<file path="src/rtl/spi_reg_slave8_if.sv">
// 3-wire SPI pins between a bus master and the spi_reg_slave8 register slave.
interface spi_reg_slave8_if;
    logic spi_ce;
    logic spi_sclk;
    logic spi_sdi;
    logic spi_sdo;
    logic spi_sdo_oe;

    modport master (output spi_ce, spi_sclk, spi_sdi, input spi_sdo, spi_sdo_oe);
    modport slave  (input spi_ce, spi_sclk, spi_sdi, output spi_sdo, spi_sdo_oe);
endinterface

</file>
<file path="src/rtl/spi_reg_slave8.sv">
// SPI-to-register-file slave: 16-bit frames, 128 x 8 registers, oversampled SPI pins.
// Define SPI_SLAVE_READBACK_EN to drive read data back on spi_sdo; otherwise reads are consumed silently.
module spi_reg_slave8 #(
    parameter logic [6:0]  PLL_STATUS_ADDR = 7'h7E,
    parameter int unsigned SYNC_STAGES     = 2
) (
    input  logic            clk,
    input  logic            rst,
    spi_reg_slave8_if.slave spi,
    input  logic            pll_lock_in,
    input  logic [6:0]      reg_rd_addr,
    output logic [7:0]      reg_rd_data,
    output logic            wr_strobe,
    output logic [6:0]      wr_addr,
    output logic [7:0]      wr_data,
    output logic            frame_err,
    output logic [15:0]     wr_count
);
    localparam int unsigned AW   = 7;
    localparam int unsigned DW   = 8;
    localparam int unsigned CW   = 5;
    localparam int unsigned SW   = 14;
    localparam int unsigned NREG = 128;

    localparam logic [2:0] IDLE    = 3'd0;
    localparam logic [2:0] CMD     = 3'd1;
    localparam logic [2:0] WDATA   = 3'd2;
    localparam logic [2:0] RDATA   = 3'd3;
    localparam logic [2:0] WAIT_CE = 3'd4;

    localparam logic [AW-1:0] ADDR_RSVD = 7'h7F;

    logic [SYNC_STAGES-1:0] ce_sync, sclk_sync, sdi_sync;
    logic [SYNC_STAGES:0]   fill;
    logic                   ce_q, sclk_q, armed;
    logic                   ce_s, sclk_s, sdi_s;
    logic                   ce_fall, sclk_rise, sclk_fall;

    logic [2:0]    state, state_nxt;
    logic [CW-1:0] bit_cnt;
    logic [SW-1:0] shreg;
    logic [SW:0]   shift_in;
    logic          in_frame, abort, commit, wr_ok;

    logic [DW-1:0] regs [NREG];

    assign ce_s   = ce_sync[SYNC_STAGES-1];
    assign sclk_s = sclk_sync[SYNC_STAGES-1];
    assign sdi_s  = sdi_sync[SYNC_STAGES-1];

    // A frame may only open once ce has been seen high after reset, so a reset released mid-frame is ignored.
    assign ce_fall   = armed & ce_q & ~ce_s;
    assign sclk_rise = ~sclk_q & sclk_s;
    assign sclk_fall = sclk_q & ~sclk_s;

    always_ff @(posedge clk or negedge rst) begin
        if (!rst) begin
            ce_sync   <= '1;
            sclk_sync <= '0;
            sdi_sync  <= '0;
            fill      <= '0;
            ce_q      <= 1'b1;
            sclk_q    <= 1'b0;
            armed     <= 1'b0;
        end else begin
            ce_sync   <= {ce_sync[SYNC_STAGES-2:0], spi.spi_ce};
            sclk_sync <= {sclk_sync[SYNC_STAGES-2:0], spi.spi_sclk};
            sdi_sync  <= {sdi_sync[SYNC_STAGES-2:0], spi.spi_sdi};
            fill      <= {fill[SYNC_STAGES-1:0], 1'b1};
            ce_q      <= ce_s;
            sclk_q    <= sclk_s;
            armed     <= armed | (fill[SYNC_STAGES] & ce_s);
        end
    end

    // shift_in holds {addr[6:0], data[7:0]} at the 16th edge and {rw, addr} at the 8th.
    assign shift_in = {shreg, sdi_s};
    assign in_frame = (state == CMD) || (state == WDATA) || (state == RDATA);
    assign abort    = in_frame & ce_s & (bit_cnt != '0);
    assign commit   = (state == WDATA) && (state_nxt == WAIT_CE);
    assign wr_ok    = (shift_in[14:8] != ADDR_RSVD) && (shift_in[14:8] != PLL_STATUS_ADDR);

    always_ff @(posedge clk or negedge rst) begin
        if (!rst) state <= IDLE;
        else      state <= state_nxt;
    end

    always_comb begin
        state_nxt = state;
        if (state != IDLE && ce_s) begin
            state_nxt = IDLE;
        end else begin
            case (state)
                IDLE:        if (ce_fall) state_nxt = CMD;
                CMD:         if (sclk_rise && bit_cnt == CW'(7)) state_nxt = shreg[6] ? RDATA : WDATA;
                WDATA, RDATA: if (sclk_rise && bit_cnt == CW'(15)) state_nxt = WAIT_CE;
                WAIT_CE:     state_nxt = WAIT_CE;
                default:     state_nxt = IDLE;
            endcase
        end
    end

    always_ff @(posedge clk or negedge rst) begin
        if (!rst) begin
            bit_cnt   <= '0;
            shreg     <= '0;
            wr_strobe <= 1'b0;
            wr_addr   <= '0;
            wr_data   <= '0;
            frame_err <= 1'b0;
            wr_count  <= '0;
        end else begin
            wr_strobe <= 1'b0;
            frame_err <= abort;
            if (state == IDLE && ce_fall) begin
                bit_cnt <= '0;
            end else if (in_frame && state_nxt != IDLE && sclk_rise) begin
                shreg   <= shift_in[SW-1:0];
                bit_cnt <= bit_cnt + CW'(1);
            end
            if (commit && wr_ok) begin
                wr_strobe <= 1'b1;
                wr_addr   <= shift_in[14:8];
                wr_data   <= shift_in[7:0];
                wr_count  <= wr_count + 16'(1);
            end
        end
    end

    // Register file; the fabric read sees the pre-commit value in the commit cycle.
    always_ff @(posedge clk or negedge rst) begin
        if (!rst) begin
            for (int i = 0; i < NREG; i++) regs[i] <= '0;
        end else if (commit && wr_ok) begin
            regs[shift_in[14:8]] <= shift_in[7:0];
        end
    end

    assign reg_rd_data = regs[reg_rd_addr];

`ifdef SPI_SLAVE_READBACK_EN
    logic [DW-1:0] rd_byte;
    logic          sdo_q, oe_q;

    always_ff @(posedge clk or negedge rst) begin
        if (!rst) begin
            rd_byte <= '0;
            sdo_q   <= 1'b0;
            oe_q    <= 1'b0;
        end else begin
            if (state == CMD && state_nxt == RDATA) begin
                rd_byte <= (shift_in[6:0] == PLL_STATUS_ADDR) ? {7'b0, pll_lock_in}
                                                              : regs[shift_in[6:0]];
            end else if (state == RDATA && state_nxt == RDATA && sclk_fall) begin
                oe_q    <= 1'b1;
                sdo_q   <= rd_byte[7];
                rd_byte <= {rd_byte[6:0], 1'b0};
            end
            if (state_nxt != RDATA) begin
                oe_q  <= 1'b0;
                sdo_q <= 1'b0;
            end
        end
    end

    assign spi.spi_sdo    = sdo_q;
    assign spi.spi_sdo_oe = oe_q;
`else
    logic unused_readback;
    assign unused_readback = pll_lock_in ^ sclk_fall;
    assign spi.spi_sdo    = 1'b0;
    assign spi.spi_sdo_oe = 1'b0;
`endif

endmodule

</file>
<file path="src/flat_wrapper.sv">
// flat-port wrapper written by rule: the top's interface ports become plain ports
module spi_reg_slave8_flat 
#(
    parameter logic [6:0]  PLL_STATUS_ADDR = 7'h7E,
    parameter int unsigned SYNC_STAGES     = 2
)
  (clk, rst, pll_lock_in, reg_rd_addr, reg_rd_data, wr_strobe, wr_addr, wr_data, frame_err, wr_count, spi_spi_ce, spi_spi_sclk, spi_spi_sdi, spi_spi_sdo, spi_spi_sdo_oe);
  spi_reg_slave8_if spi_i ();
  input  logic clk;
  input  logic rst;
  input  logic pll_lock_in;
  input  logic [6:0] reg_rd_addr;
  output logic [7:0] reg_rd_data;
  output logic wr_strobe;
  output logic [6:0] wr_addr;
  output logic [7:0] wr_data;
  output logic frame_err;
  output logic [15:0] wr_count;
  input wire logic [$bits(spi_i.spi_ce)-1:0] spi_spi_ce;
  input wire logic [$bits(spi_i.spi_sclk)-1:0] spi_spi_sclk;
  input wire logic [$bits(spi_i.spi_sdi)-1:0] spi_spi_sdi;
  output wire logic [$bits(spi_i.spi_sdo)-1:0] spi_spi_sdo;
  output wire logic [$bits(spi_i.spi_sdo_oe)-1:0] spi_spi_sdo_oe;
  assign spi_i.spi_ce = spi_spi_ce;
  assign spi_i.spi_sclk = spi_spi_sclk;
  assign spi_i.spi_sdi = spi_spi_sdi;
  assign spi_spi_sdo = spi_i.spi_sdo;
  assign spi_spi_sdo_oe = spi_i.spi_sdo_oe;
  spi_reg_slave8 #(.PLL_STATUS_ADDR(PLL_STATUS_ADDR), .SYNC_STAGES(SYNC_STAGES)) u_core (.clk(clk), .rst(rst), .spi(spi_i), .pll_lock_in(pll_lock_in), .reg_rd_addr(reg_rd_addr), .reg_rd_data(reg_rd_data), .wr_strobe(wr_strobe), .wr_addr(wr_addr), .wr_data(wr_data), .frame_err(frame_err), .wr_count(wr_count));
endmodule
</file>
<file path="config.mk">
export PLATFORM = sky130hd
export DESIGN_NAME = spi_reg_slave8_flat
export DESIGN_NICKNAME = d
export VERILOG_FILES = /design/src/rtl/spi_reg_slave8_if.sv /design/src/rtl/spi_reg_slave8.sv /design/src/flat_wrapper.sv
export SDC_FILE = /design/constraint.sdc
export NUM_CORES = 2
export LEC_CHECK = 0
export ABC_CLOCK_PERIOD_IN_PS = 6100
export CORE_ASPECT_RATIO = 0.5
export CORE_MARGIN = 4
export CORE_UTILIZATION = 47
export CTS_BUF_LIST = sky130_fd_sc_hd__clkbuf_8 sky130_fd_sc_hd__clkbuf_16
export CTS_CLUSTER_SIZE = 12
export DETAILED_ROUTE_END_ITERATION = 10
export HOLD_SLACK_MARGIN = 0.06
export PLACE_DENSITY = 0.61
export SKIP_LAST_GASP = 1
export SLEW_MARGIN = 0
export SYNTH_ARGS = -nofsm -noshare
export SYNTH_HDL_FRONTEND = slang
export SYNTH_SLANG_ARGS = --single-unit
</file>
<file path="constraint.sdc">
create_clock -name clk -period 6.1 [get_ports clk]
set_input_delay 1.22 -clock clk [delete_from_list [all_inputs] [get_ports clk]]
set_output_delay 1.22 -clock clk [all_outputs]
set_load 0.03 [all_outputs]
</file>
* Yosys cells after proc, flatten, opt, wreduce, memory -nomap -nowiden
Cells that the tools add are included.
** Storage, ports and cells
- Bits in registers :: 1091
- Input port bits :: 13
- Output and inout port bits :: 43
- Logic and storage cells :: 203
** Operators by class
- Add/subtract/negate cells :: 2
- Order comparisons :: 3
- Equality and inequality tests :: 9
- Multiplexer cells :: 15
- Bitwise logic cells :: 12
- Reductions and logical operators :: 19
** Operator list (number)
- $bwmux W1024 :: 1
- $bmux W8 S7 :: 1
- $demux W8 S7 :: 1
- $mux W8 :: 3
- $add A16 B1 Y16 const B :: 1
- $ge A8 B8 Y1 const B :: 2
- $not A7 Y8 :: 2
- $ne A7 B7 Y1 const B :: 2
- $mux W3 :: 4
- $pmux W3 S4 :: 1
- $logic_and A1 B1 Y1 :: 10
- $mux W5 :: 2
- $lt A8 B1 Y1 const B :: 1
- $and A1 B1 Y1 :: 6
- $eq A3 B2 Y1 const B :: 2
- $eq A3 B3 Y1 const B :: 2
- $reduce_bool A3 Y1 :: 2
- $add A5 B1 Y5 const B :: 1
- $eq A5 B3 Y1 const B :: 1
- $eq A5 B4 Y1 const B :: 1
- $reduce_bool A5 Y1 :: 1
- $eq A3 B1 Y1 const B :: 1
- $logic_not A3 Y1 :: 1
- $not A1 Y1 :: 3
- 6 further kinds :: 8

* Depth between registers and ports, before layout
- Depth after elaboration :: 11
- Depth in mapped cells :: 10
- Depth with buffers taken out :: 8

* Least setup slack after synthesis
No wires, ideal clock.
- Kind :: input -> output
- From :: input port reg_rd_addr[0]
- To :: output port reg_rd_data[0]
- Arrival time :: 3700 ps
- Required time :: 4880 ps
- Path slack :: 1180 ps
- Stages :: 6
- Buffers on the path :: 2
- Cells stage by stage :: clkbuf_1 > buf_1 > mux4_2 > mux4_2 > mux4_2 > mux2_2
** On the way
- Longest elaborated chain between the ends :: 4
** Ends and longest elaborated chain
- start, declared :: line flat_wrapper.sv:12 : input logic [6:0] reg_rd_addr;
- $not A7 Y8 (not written as such) :: line spi_reg_slave8.sv:139 : assign reg_rd_data = regs[reg_rd_addr];
- $bmux W8 S7 :: line spi_reg_slave8.sv:139
- $mux W8 (not written as such) (2 in a row) :: line spi_reg_slave8.sv:139
- end, declared :: line flat_wrapper.sv:13 : output logic [7:0] reg_rd_data;
No other way between the ends. The select of a mux whose other input is x is not followed.

* Worst setup path after layout
- From :: input port reg_rd_addr[0]
- To :: output port reg_rd_data[1]
The elaborated chain is that of the path after synthesis.

==> results_dict.tcl <==
set metrics [dict create \
    grt_max_degree 152 \
    areaGrowthSynthToFinish_pct 10.27 \
    synthAdderAreaFrac_pct 0.1013 \
    ios 56 \
    use_met1_pct 33.22 \
    grt_busiest_layer "met2" \
    drt_drc_violations_left 0 \
    synth_top_cell_by_area "sky130_fd_sc_hd__dfrtp_1" \
    synth_cell_types 49 \
    globalRoute.totalOverflow 0 \
    worst_vdd_ir_mv 0.2574 \
    grt_pass1_vias 27910 \
    fin_area_um2 54490 \
    via_per_inst 5.943 \
    p_int_w 0.01067 \
    final_nets 3053 \
    synth_warnings 0 \
    worstMarginPinSlew_ns 1.210 \
    clk_pin_slew_ns 0.06 \
    layout-drive-gt1-share_pct 52.60 \
    synth.cells.most_frequent "sky130_fd_sc_hd__dfrtp_1, sky130_fd_sc_hd__mux2_2, sky130_fd_sc_hd__mux4_2" \
    die-area_um2 110700 \
    yosys.area_share.simple_pct 3.519 \
    placedInstanceArea_um2 51510 \
    ctsRootBufferMaster "sky130_fd_sc_hd__clkbuf_16" \
    syn_avg_cell_area_um2 16.28 \
    syn_inst 3036 \
    path_max_fanout 27 \
    leakagePower_nw 26.41 \
    gp_congestion 0.7670 \
    share_seq_of_total_power_pct 52.7 \
    chipWidth_um 466.6 \
    tritoncts_clock_tree "yes" \
    synth_area_um2 49420 \
    detailroute.via_count 26660 \
    clockPowerShare_pct 42.7 \
    clock_sinks 1091 \
    synth_top_family_by_area "multiplexers" \
    run_status "complete, no violations" \
    number_of_levels_in_the_clock_h_tree 3 \
    post-route-period-util_pct 89.94 \
    post_cts.resized_instances 0 \
    fraction_of_the_mapped_netlist_area_in_compound_gates_pct 0.2456 \
    critPathLaunchType "input port" \
    num_cts_buffers 103 \
    seq_total_area_yosys_pct 55.25 \
    number_of_buffers_on_the_longest_clock_path 3 \
    route.antenna.remaining_nets 0 \
    worst_hold_path_type "reg -> reg" \
    yosysMostFrequentCell "sky130_fd_sc_hd__dfrtp_1" \
    placeableCoreArea_um2 103400 \
    worst_setup_path_end_kind "output port" \
    switching_power_w 0.003288 \
    fin_util_pct 52.69 \
    place.detailed.instances 4333 \
    placementRows 83 \
    yosys.area_share.xor_xnor_pct 0.2836 \
    synth.top_cell.area_share_pct 55.09 \
    drt_iter0_drc 1640 \
    synthMuxAreaShare_pct 38.46 \
    crit_path_required_time_ns 4.88 \
    netlist_top_cells_area "sky130_fd_sc_hd__dfrtp_1, sky130_fd_sc_hd__mux2_2, sky130_fd_sc_hd__mux4_2" \
    setup_repair_after_global_routing_missed_its_margin "no" \
    initial_utilization_pct 47.78 \
    detail_route.first_pass.iterations 6 \
    switching_share_pct 23.55 \
    synth-edff-count 0 \
    wirelength_um 121400 \
    arrival_ns 4.27 \
    post_cts_buffers 0 \
    count_of_placed_standard_cells_in_the_final_layout_fillers_left_out 4486 \
    grtUsageMet2_pct 33.32 \
    numPortBuffers 52 \
    share_comb_of_total_power_pct 4.6 \
    powerDensity_nw_per_um2 256.2 \
    synthFlopType "sky130_fd_sc_hd__dfrtp_1" \
    clk_latency_ns 0.69 \
    hold_viol 0 \
    finalWorstPathRequiredPeriod_ns 5.486 \
    drt-wirelength-per-cell_um 27.07 \
    finalSetupTns_ns 0 \
    relSlewSlack_pct 19.33 \
    number_of_pins_with_negative_max_slew_slack_in_the_final_report 0 \
    antenna_violations_before_repair 7 \
    timing.final.setup_violations 0 \
    synth-seq-cells 1091 \
    skew_ns 0.02936 \
    worstSetupPathType "in -> out" \
    synthArstFlopShare_pct 100.0 \
    grt_pass1_wl_um 184800 \
    cts_hold_buffers 0 \
    global_route.usage.met3_pct 5.038 \
    maxCapViolations 0 \
    place_hpwl_um 74770 \
    upper_clock_frequency_limit_mhz 182.3 \
    grt.total_usage_pct 22.31 \
    fp.dieH_um 237.3 \
]
==> power by group through the flow <==
stage | logic (W) | clock network [W] | registers (W)
after floorplan | 0.000381 | 0 | 0.00739
after global placement | 0.000651 | 0 | 0.00749
after CTS | 0.000663 | 0.00613 | 0.00735
after global routing | 0.000708 | 0.00641 | 0.00735
final | 0.000644 | 0.00597 | 0.00735
after detailed placement | 0.000662 | 0 | 0.00749
==> cell usage in the layout (no fill, tap or decap), types with 7 or more instances in the layout <==
master	netlist	layout
sky130_fd_sc_hd__nor2_1	29	29
sky130_fd_sc_hd__nor3_1	7	7
sky130_fd_sc_hd__clkbuf_16	0	108
sky130_fd_sc_hd__clkdlybuf4s50_1	0	39
sky130_fd_sc_hd__nor2_8	19	19
sky130_fd_sc_hd__buf_4	18	70
sky130_fd_sc_hd__inv_1	9	37
sky130_fd_sc_hd__buf_12	1	17
sky130_fd_sc_hd__mux2_2	1002	1002
sky130_fd_sc_hd__nand3_1	13	13
sky130_fd_sc_hd__nand2_1	159	159
sky130_fd_sc_hd__dfrtp_4	0	8
sky130_fd_sc_hd__mux2_1	14	14
sky130_fd_sc_hd__nand4_1	7	7
sky130_fd_sc_hd__dfrtp_1	1088	1080
sky130_fd_sc_hd__mux4_2	336	336
sky130_fd_sc_hd__xnor2_1	12	12
sky130_fd_sc_hd__clkbuf_8	0	8
sky130_fd_sc_hd__o21ai_0	11	11
sky130_fd_sc_hd__nor2_2	35	35
==> registers in the layout, indices dropped and copies added (netlist names), 3 cells and up <==
signal,count
u_core.regs,1024
u_core.wr_count,16
u_core.shreg,14
u_core.wr_data,8
u_core.wr_addr,7
u_core.bit_cnt,5
u_core.fill,3
u_core.state,3
==> per-stage QoR <==
stage | hold slack, ns | total power [W] | setup WS, ns
finish | 0.3490 | 0.01396 | 0.6139
global route | 0.3595 | 0.01447 | 0.5112
CTS | 0.3493 | 0.01415 | 0.5945
detailed placement | 0.3362 | 0.008150 | 0.6014
global placement | 0.3327 | 0.008136 | 0.6170
floorplan | 0.3312 | 0.007773 | 1.180
==> cells by family after synthesis <==
kind of cell,after synthesis
mux,1352
flops,1091
simple gates,306
buf+inv,245
compound gates,20
xor+xnor,16
fa+ha+maj,4
other cells,2
==> worst max-delay path, cell delays in order <==
cell and delay [ns]:
sky130_fd_sc_hd__buf_8 0.31, sky130_fd_sc_hd__buf_4 0.41, sky130_fd_sc_hd__mux4_2 0.58, sky130_fd_sc_hd__mux4_2 0.58, sky130_fd_sc_hd__mux4_2 0.57, sky130_fd_sc_hd__mux2_2 0.31, sky130_fd_sc_hd__buf_4 0.17
==> layout make-up <==
type	count	area [µm²]
Antenna cell	6	15.01
Clock buffer	116	2813
Clock inverter	31	160.2
Fill cell	8445	48940
Inverter	10	37.54
Multi-Input combinational cell	1701	21080
Sequential cell	1091	27340
Tap cell	1402	1754
Timing Repair Buffer	129	1301
==> final timing paths <==
path | from | slack [ns] | to | cells after the start
max in group asynchronous | rst | 4.07 | u_core.regs[706]$_DFFE_PN0P_ | 2
min reg2reg | u_core.fill[0]$_DFF_PN0_ | 0.35 | u_core.fill[1]$_DFF_PN0_ | 0
min | u_core.fill[0]$_DFF_PN0_ | 0.35 | u_core.fill[1]$_DFF_PN0_ | 0
max | reg_rd_addr[0] | 0.61 | reg_rd_data[1] | 7
max reg2reg | u_core.bit_cnt[0]$_DFFE_PN0P_ | 2.04 | u_core.regs[1014]$_DFFE_PN0P_ | 9
min in group asynchronous | rst | 0.56 | u_core.wr_count[15]$_DFFE_PN0P_ | 1
==> per-layer routing <==
metal / up-vias / wire length (µm)
met2: 494 / 55000
met4: 0 / 2757
li1: 11260 / -
met5: - / 0
met1: 14750 / 57060
met3: 160 / 6631
Power figures use the tool's default switching activity.
